===== config.mk =====
export PLATFORM = sky130hd
export DESIGN_NAME = rr_arbiter4_flat
export DESIGN_NICKNAME = d
export VERILOG_FILES = /design/src/rtl/rr_arbiter4_if.sv /design/src/rtl/rr_arbiter4.sv /design/src/flat_wrapper.sv
export SDC_FILE = /design/constraint.sdc
export NUM_CORES = 1
export LEC_CHECK = 0
export ABC_AREA = 1
export BUFFER_PORTS_ARGS = -buffer_cell sky130_fd_sc_hd__buf_2
export CAP_MARGIN = 40
export CORE_UTILIZATION = 60
export CTS_CLUSTER_DIAMETER = 50
export DETAILED_ROUTE_END_ITERATION = 16
export GPL_ROUTABILITY_DRIVEN = 0
export PLACE_DENSITY_LB_ADDON = 0.08
export SLEW_MARGIN = 5
export SYNTH_ARGS = -nofsm -noshare
export SYNTH_HDL_FRONTEND = slang
export SYNTH_SLANG_ARGS = --single-unit

===== constraint.sdc =====
create_clock -name clk -period 2.6 [get_ports clk]
set_input_delay 0.52 -clock clk [delete_from_list [all_inputs] [get_ports clk]]
set_output_delay 0.52 -clock clk [all_outputs]
set_load 0.005 [all_outputs]

===== src/rtl/rr_arbiter4_if.sv =====
// Request/grant bundle between four requesters and the round-robin arbiter.
// Latency and backpressure are defined by the arbiter; this bundle holds no state.
interface rr_arbiter4_if;
    logic [3:0] req;
    logic [3:0] gnt;
    logic [1:0] gnt_idx;
    logic       gnt_valid;
    logic [3:0] hold_cnt;

    modport master (
        output req,
        input  gnt,
        input  gnt_idx,
        input  gnt_valid,
        input  hold_cnt
    );

    modport slave (
        input  req,
        output gnt,
        output gnt_idx,
        output gnt_valid,
        output hold_cnt
    );
endinterface


===== src/rtl/rr_arbiter4.sv =====
// Four-way round-robin arbiter with a per-grant hold limit; grant follows req by 1 cycle.
// There is no backpressure: requesters hold req until granted, and handover has no idle gap.
module rr_arbiter4 #(
    parameter int HOLD_MAX = 8
) (
    input  logic          clk,
    input  logic          rst,
    rr_arbiter4_if.slave  bus
);

    typedef enum logic {IDLE, GRANT} state_t;

    localparam logic [3:0] HOLD_LIM = 4'(HOLD_MAX);

    state_t     state_q, state_d;
    logic [1:0] ptr_q, ptr_d;
    logic [1:0] idx_q, idx_d;
    logic       vld_q, vld_d;
    logic [3:0] cnt_q, cnt_d;
    logic       release_now;

    // First set bit of r scanning base, base+1, ... (mod 4).
    function automatic logic [1:0] pick(input logic [3:0] r, input logic [1:0] base);
        logic [1:0] c;
        pick = base;
        for (int k = 3; k >= 0; k--) begin
            c = base + 2'(k);
            if (r[c]) pick = c;
        end
    endfunction

    always_ff @(posedge clk or posedge rst) begin
        if (rst) begin
            state_q <= IDLE;
            ptr_q   <= 2'd0;
            idx_q   <= 2'd0;
            vld_q   <= 1'b0;
            cnt_q   <= 4'd0;
        end else begin
            state_q <= state_d;
            ptr_q   <= ptr_d;
            idx_q   <= idx_d;
            vld_q   <= vld_d;
            cnt_q   <= cnt_d;
        end
    end

    always_comb begin
        state_d     = state_q;
        ptr_d       = ptr_q;
        idx_d       = idx_q;
        vld_d       = vld_q;
        cnt_d       = cnt_q;
        release_now = !bus.req[idx_q] || (cnt_q == HOLD_LIM);
        case (state_q)
            IDLE: begin
                if (|bus.req) begin
                    state_d = GRANT;
                    idx_d   = pick(bus.req, ptr_q);
                    vld_d   = 1'b1;
                    cnt_d   = 4'd1;
                end
            end
            GRANT: begin
                if (!release_now) begin
                    cnt_d = cnt_q + 4'd1;
                end else begin
                    // A released owner drops to lowest priority, even when re-granted.
                    ptr_d = idx_q + 2'd1;
                    if (|bus.req) begin
                        idx_d = pick(bus.req, idx_q + 2'd1);
                        cnt_d = 4'd1;
                    end else begin
                        state_d = IDLE;
                        vld_d   = 1'b0;
                        cnt_d   = 4'd0;
                    end
                end
            end
            default: state_d = IDLE;
        endcase
    end

    assign bus.gnt       = vld_q ? (4'b0001 << idx_q) : 4'b0000;
    assign bus.gnt_idx   = idx_q;
    assign bus.gnt_valid = vld_q;
    assign bus.hold_cnt  = cnt_q;

endmodule

===== src/flat_wrapper.sv =====
// flat-port wrapper written by rule: the top's interface ports become plain ports
module rr_arbiter4_flat 
#(
    parameter int HOLD_MAX = 8
)
  (clk, rst, bus_req, bus_gnt, bus_gnt_idx, bus_gnt_valid, bus_hold_cnt);
  rr_arbiter4_if bus_i ();
  input  logic clk;
  input  logic rst;
  input wire logic [$bits(bus_i.req)-1:0] bus_req;
  output wire logic [$bits(bus_i.gnt)-1:0] bus_gnt;
  output wire logic [$bits(bus_i.gnt_idx)-1:0] bus_gnt_idx;
  output wire logic [$bits(bus_i.gnt_valid)-1:0] bus_gnt_valid;
  output wire logic [$bits(bus_i.hold_cnt)-1:0] bus_hold_cnt;
  assign bus_i.req = bus_req;
  assign bus_gnt = bus_i.gnt;
  assign bus_gnt_idx = bus_i.gnt_idx;
  assign bus_gnt_valid = bus_i.gnt_valid;
  assign bus_hold_cnt = bus_i.hold_cnt;
  rr_arbiter4 #(.HOLD_MAX(HOLD_MAX)) u_core (.clk(clk), .rst(rst), .bus(bus_i));
endmodule

==> impl_metrics.env, run 1 <==
export IMPL_status="finished clean"
export IMPL_rsz0062_at_grt="false"
export IMPL_crit_path_start_kind="flip-flop"
export IMPL_yosys_warnings=0
export IMPL_r2r_setup_slack_ns=0.54
export IMPL_rr_startpoint="u_core.bus.gnt_idx[0]"
export IMPL_cpMostUsedCell="nand2_1"
export IMPL_nFillCells=128
export IMPL_vdd_ir_drop_worst_mv=0.8705
export IMPL_cts_root_buffer="clkbuf_4"
export IMPL_power_frac_comb=0.700
export IMPL_worstMarginPinSlew_ns=0.4856
export IMPL_layout_nets=191
export IMPL_grt_pass1_vias=992
export IMPL_synthesis_nets=173
export IMPL_drive_above_1_share=0.2135
export IMPL_grt_overflow_total=0
export IMPL_cp_slowest_stage_delay_ns=0.65
export IMPL_portBuffers=16
export IMPL_grt_max_degree=12
export IMPL_p_sw_frac=0.5409
export IMPL_first_pass_iters=6
export IMPL_synthArstFlopShare=1.000
export IMPL_path_max_fanout=11
export IMPL_reg2reg_to="u_core.bus.gnt_idx[0]"
export IMPL_mostFrequentLayoutCells="nand2_1 (59), inv_1 (23), nand3_1 (22)"
export IMPL_cts_setup_buffers=0
export IMPL_grt_pass1_wl_um=3988
export IMPL_power_switching_w=0.0008537
export IMPL_synthCells=161
export IMPL_path_cells="inv_8, ha_1, inv_2, nand2_1, nand2_1, nand2_1, nand2_1, nand3_1, nand3_2, nor2_1, a21oi_2"
export IMPL_synth_main_ff_cell="dfrtp_1"
export IMPL_drc=0
export IMPL_worstSetupEndpointType="flip-flop"
export IMPL_clock_path_buffers=2
export IMPL_fp_coreArea_um2=1577
export IMPL_tns_ns=0
export IMPL_die_h_um=44.15
export IMPL_slowest_stage="dfrtp_1"
export IMPL_vias=1057
export IMPL_die_x_um=44.15
export IMPL_startpoint="u_core.bus.gnt_idx[0]"
export IMPL_syn_to_final_growth_pct=7.629
export IMPL_vias_per_cell=5.448
export IMPL_clock_power_share=0.089
export IMPL_min_path_type="input port to async pin"
export IMPL_total_power_w=0.001578
export IMPL_routed_wl_um=2227
export IMPL_diodes=0
export IMPL_layout_commonest_cell="nand2_1"
export IMPL_die_area_um2=1949
export IMPL_cts_hold_buf=0
export IMPL_finalHoldViolations=0
export IMPL_insertion_delay_ns=0.27
export IMPL_leakagePower_nw=0.7006
export IMPL_cp_data_arrival_time_ns=2.22
export IMPL_syn_avg_cell_area_um2=6.621
export IMPL_htreeDepth=1
export IMPL_initial_core_util=0.6762
export IMPL_synth_edf_count=0
export IMPL_io_pins=17
export IMPL_yosysSeqAreaShare=0.2347
export IMPL_cts_clk_slew_worst_paths_ns=0.07
export IMPL_drt_iter0_markers=39
export IMPL_crit_end="u_core.bus.gnt_idx[0]"
export IMPL_cts_tree="yes"
export IMPL_critPathRequiredTime_ns=2.76
export IMPL_cell_internal_pwr_w=0.0007247
export IMPL_clock_sinks=10
export IMPL_finalCritPeriodShare=0.7914
export IMPL_reg2regPathDepth=11
export IMPL_finalSetupViolations=0
export IMPL_power_density_nw_per_um2=1376
export IMPL_cts_resized=0
export IMPL_ant_nets=0
export IMPL_num_rows=14
export IMPL_mappedNetlistArea_um2=1066
export IMPL_grtUsageTotal=0.2686
export IMPL_cts_buffers=3
export IMPL_dp_final_hpwl_um=1853
export IMPL_routedWlPerCell_um=11.48
export IMPL_criticalPathCategory="flip-flop to flip-flop"
export IMPL_antenna_found_initial=0
export IMPL_period_needed_ns=2.058
export IMPL_max_clock_freq_mhz=486.0
export IMPL_p_seq_frac=0.211
export IMPL_max_slew_margin=0.6763
export IMPL_synth_cell_types=27
export IMPL_ys_ff_latch=10
export IMPL_cap_violations=0
export IMPL_skew_ns=0.007803
export IMPL_maxSlewViolCount=0
synth_stat cells (3+ instances only):
master	count	area share
dfrtp_1	10	0.23
nand3_1	22	0.10
nand2_2	6	0.035
ha_1	6	0.070
a21oi_1	3	0.014
nor2_1	4	0.014
o21ai_0	4	0.019
nand2_1	59	0.21
nand3_2	3	0.028
inv_1	23	0.081
final cells by class:
class                   count  area (um2)  share of cell area
flip-flops and latches     10       250.2              0.2181
multi-input cells         121       649.4              0.5660
inverters                  27       111.4             0.09706
repair buffers             16       80.08             0.06979
well taps                  16       20.02             0.01745
clock buffers               4       36.28             0.03162
through the flow:
stage	setup WS (ns)	cells	util	hold WS [ns]	instance area, um2
after floorplan	0.8662	161	-	0.3602	1066
after global placement	0.6770	190	0.7048	0.5050	1111
after detailed placement	0.5651	190	0.7048	0.5046	1111
after CTS	0.5505	194	0.7278	0.2118	1147
after global routing	0.3449	194	0.7278	0.2392	1147
final	0.5423	194	0.7278	0.2035	1147
worst min-delay path by stage:
| stage | start | depth (start not counted) | to | slack, ns |
|---|---|---|---|---|
| finish | rst | 2 | u_core.bus.hold_cnt[3] | 0.20 |
| global route | rst | 2 | u_core.bus.hold_cnt[3] | 0.24 |
| CTS | rst | 2 | u_core.bus.hold_cnt[3] | 0.21 |
| detailed placement | rst | 2 | u_core.state_q | 0.50 |
| global placement | rst | 2 | u_core.bus.gnt_valid | 0.50 |
| floorplan | rst | 1 | u_core.bus.gnt_idx[0] | 0.36 |
critical path: cells and delay by family, from the launching register on:
| family | cells | cell delay, ns |
|---|---|---|
| compound gates | 1 | 0.07 |
| fa+ha+maj | 1 | 0.41 |
| buf+inv | 2 | 0.18 |
| flops | 1 | 0.65 |
| simple gates | 7 | 0.63 |
cell families after synthesis:
group / share of synthesized area
AO/OA/AOI/OAI: 0.07395
XOR/XNOR: 0.01643
adder cells (fa/ha/maj): 0.07981
buffers and inverters: 0.1561
flip-flops: 0.2347
AND/OR/NAND/NOR: 0.4390
sequential cells by signal, summed over array words and instances, names as in the netlist:
name	cells
u_core.ptr_q	2
u_core.state_q	1
u_core.bus.hold_cnt	4
u_core.bus.gnt_idx	2
u_core.bus.gnt_valid	1
power groups by stage:
| stage | sequential (W) | clock [W] | combinational [W] |
|---|---|---|---|
| 2_1_floorplan | 0.000282 | 0 | 0.000942 |
| 3_3_place_gp | 0.000329 | 0 | 0.00107 |
| 3_5_place_dp | 0.000337 | 0 | 0.00109 |
| 4_1_cts | 0.000333 | 0.000145 | 0.00109 |
| 5_1_grt | 0.000349 | 0.000150 | 0.00126 |
| 6_report | 0.000333 | 0.000141 | 0.00110 |
routing by layer:
metal / GRT usage / up-vias / wire length (um) / part of all wire
met1: 0.3333 / 471 / 992 / 0.45
met4: 0.08485 / 0 / 48 / 0.022
met2: 0.4559 / 37 / 1080 / 0.48
li1: - / 543 / - / -
met3: 0.06939 / 6 / 105 / 0.047
met5: 0 / - / 0 / 0
Note: power is estimated with default switching activity, not from simulation.
==> run 2: changes to the inputs <==
--- a/config.mk
+++ b/config.mk
@@ -5,10 +5,10 @@
 export SDC_FILE = /design/constraint.sdc
 export NUM_CORES = 1
 export LEC_CHECK = 0
-export ABC_AREA = 1
+export ABC_AREA = 0
 export BUFFER_PORTS_ARGS = -buffer_cell sky130_fd_sc_hd__buf_2
 export CAP_MARGIN = 40
-export CORE_UTILIZATION = 60
+export CORE_UTILIZATION = 53
 export CTS_CLUSTER_DIAMETER = 50
 export DETAILED_ROUTE_END_ITERATION = 16
 export GPL_ROUTABILITY_DRIVEN = 0
==> constraint.sdc (replaced) <==
create_clock -name clk -period 2 [get_ports clk]
set_input_delay 0.4 -clock clk [delete_from_list [all_inputs] [get_ports clk]]
set_output_delay 0.4 -clock clk [all_outputs]
set_load 0.005 [all_outputs]
==> impl_metrics.env, run 2 <==
export IMPL_cts_root_buffer="clkbuf_4"
export IMPL_synth_top_area_share=0.2924
export IMPL_cpLargestDelayFamily="compound AO/OA/AOI/OAI gates"
export IMPL_vias=751
export IMPL_power_frac_comb=0.609
export IMPL_synthTopCellsByCount="dfrtp_1 (10), nor2_1 (8), inv_1 (7)"
export IMPL_maxSlewViolCount=0
export IMPL_cell_internal_pwr_w=0.0007882
export IMPL_worstSetupEndpointType="flip-flop"
export IMPL_synthArstFlopShare=1.000
export IMPL_ys_ff_latch=10
export IMPL_dp_final_hpwl_um=1471
export IMPL_routed_wl_um=1821
export IMPL_rr_startpoint="u_core.bus.gnt_idx[0]"
export IMPL_die_h_um=42.19
export IMPL_cts_tree="yes"
export IMPL_leakagePower_nw=0.4813
export IMPL_clock_path_buffers=2
export IMPL_grt_max_degree=15
export IMPL_status="finished clean"
export IMPL_power_density_nw_per_um2=1333
export IMPL_reg2reg_to="u_core.bus.gnt_idx[0]"
export IMPL_synth_cell_types=37
export IMPL_synth_area_leaders="dfrtp_1 (29%), ha_1 (8.8%), buf_6 (3.9%), mux2_2 (3.9%), a21oi_1 (3.5%)"
export IMPL_period_needed_ns=1.865
export IMPL_num_rows=14
export IMPL_finalCritPeriodShare=0.9326
export IMPL_cap_violations=0
export IMPL_drc=0
export IMPL_critPathRequiredTime_ns=2.19
export IMPL_cts_buffers=3
export IMPL_antenna_found_initial=0
export IMPL_highest_layer="met3"
export IMPL_path_max_fanout=7
export IMPL_grt_overflow_total=0
export IMPL_htreeDepth=1
export IMPL_cts_hold_buf=0
export IMPL_mappedNetlistArea_um2=855.8
export IMPL_die_area_um2=1780
export IMPL_io_pins=17
export IMPL_cp_slowest_stage_delay_ns=0.43
export IMPL_wl_met3_um=135
export IMPL_synthesis_nets=105
export IMPL_p_seq_frac=0.295
export IMPL_cp_data_arrival_time_ns=2.06
export IMPL_clock_power_share=0.096
export IMPL_drive_above_1_share=0.3158
export IMPL_mostFrequentLayoutCells="buf_2 (16), dfrtp_1 (10), nor2_1 (8), buf_4 (8), inv_1 (7)"
export IMPL_die_x_um=42.19
export IMPL_grt_pass1_vias=712
export IMPL_portBuffers=16
export IMPL_first_pass_iters=4
export IMPL_synth_main_ff_cell="dfrtp_1"
export IMPL_yosysMostFrequentCell="dfrtp_1"
export IMPL_initial_core_util=0.5681
export IMPL_max_slew_margin=0.7096
export IMPL_synth_area_leader_cell="dfrtp_1"
export IMPL_finalHoldViolations=0
export IMPL_syn_avg_cell_area_um2=9.202
export IMPL_routedWlPerCell_um=14.01
export IMPL_min_path_type="input port to async pin"
export IMPL_cts_resized=0
export IMPL_tns_ns=0
export IMPL_fp_coreArea_um2=1506
export IMPL_p_sw_frac=0.4011
export IMPL_clock_sinks=10
export IMPL_yosysSeqAreaShare=0.2924
export IMPL_max_clock_freq_mhz=536.1
export IMPL_worstMarginPinSlew_ns=0.4316
export IMPL_r2r_setup_slack_ns=0.13
export IMPL_dr_wl_met2_um=852
export IMPL_ff_latch_area_um2=250.2
export IMPL_grt_pass1_wl_um=3056
export IMPL_layout_nets=128
export IMPL_vias_per_cell=5.777
export IMPL_vdd_ir_drop_worst_mv=0.7985
export IMPL_multi_input_area_um2=528.0
export IMPL_grtUsageTotal=0.2276
export IMPL_synth_edf_count=0
export IMPL_criticalPathCategory="flip-flop to flip-flop"
export IMPL_path_cells="inv_1, ha_1, mux4_1, o41ai_2, a21oi_1, o21ba_1"
export IMPL_cts_setup_buffers=0
export IMPL_crit_buf_inv=1
export IMPL_yosys_warnings=0
export IMPL_diodes=0
export IMPL_reg2regPathDepth=6
export IMPL_power_switching_w=0.0005280
export IMPL_drt_iter0_markers=18
export IMPL_largest_reg_flops=4
export IMPL_nFillCells=134
export IMPL_ant_nets=0
export IMPL_rsz0062_at_grt="false"
export IMPL_cts_clk_slew_worst_paths_ns=0.06
export IMPL_synthCells=93
export IMPL_finalSetupViolations=0
export IMPL_slowest_stage="ha_1"
export IMPL_crit_path_start_kind="flip-flop"
export IMPL_syn_to_final_growth_pct=15.35
export IMPL_layout_commonest_cell="buf_2"
export IMPL_post_route_util=0.6553
export IMPL_wl_met1_um=833
export IMPL_insertion_delay_ns=0.25
export IMPL_skew_ns=0.0009086
run 2: cell types whose count changed in the layout (fill, tap and decap cells not counted), moves of 4 or more:
cell / change
and2_1: +4
buf_4: +8
inv_1: -16
nand2_1: -57
nand2_2: -6
nand3_1: -18
nor2_1: +4
run 2: area by class of cell:
class,instances,area share
flip-flops and latches,10,0.2535
clock buffers,3,0.02281
inverters,7,0.02662
repair buffers,24,0.1420
well taps,16,0.02028
multi-input cells,70,0.5349
run 2: kinds of logic (layout without fill, tap and decap cells):
kind of cell    after synthesis  count (layout)  synth area share
compound gates               23              23            0.1915
fa+ha+maj                     6               6           0.08772
buf+inv                      13              34           0.09064
flops                        10              10            0.2924
mux                           5               5           0.09649
simple gates                 36              36            0.2412
run 2: worst max path at each step:
stage,from,to,depth (start not counted)
5_1_grt,u_core.bus.gnt_idx[0],u_core.bus.gnt_idx[0],6
6_report,u_core.bus.gnt_idx[0],u_core.bus.gnt_idx[0],6
2_1_floorplan,u_core.bus.gnt_idx[0],u_core.ptr_q[0],5
4_1_cts,u_core.bus.gnt_idx[0],u_core.ptr_q[1],4
3_3_place_gp,bus_req[3],u_core.ptr_q[0],5
3_5_place_dp,bus_req[0],u_core.ptr_q[1],5
run 2: through the flow:
stage	std cells	power, W	hold WS [ns]	setup WS (ns)	instance area, um2
2_1_floorplan	93	0.0009236	0.2402	0.1345	855.8
3_3_place_gp	127	0.001160	0.3843	0.07882	964.7
3_5_place_dp	127	0.001193	0.3885	0.04371	964.7
4_1_cts	130	0.001324	0.1125	0.1337	987.2
5_1_grt	130	0.001444	0.1411	0.01878	987.2
6_report	130	0.001316	0.1127	0.1348	987.2
run 2: routing by layer:
layer | vias up | track usage
met5 | - | 0
met4 | 0 | 0.04375
met3 | 0 | 0.08190
met2 | 26 | 0.3631
met1 | 344 | 0.3000
li1 | 381 | -
run 2: power by group through the flow:
stage | sequential [W] | clock (W) | combinational, W
after floorplan | 0.000380 | 0 | 0.000544
after global placement | 0.000388 | 0 | 0.000773
after detailed placement | 0.000391 | 0 | 0.000802
after CTS | 0.000387 | 0.000132 | 0.000805
after global routing | 0.000407 | 0.000140 | 0.000897
final | 0.000388 | 0.000126 | 0.000802
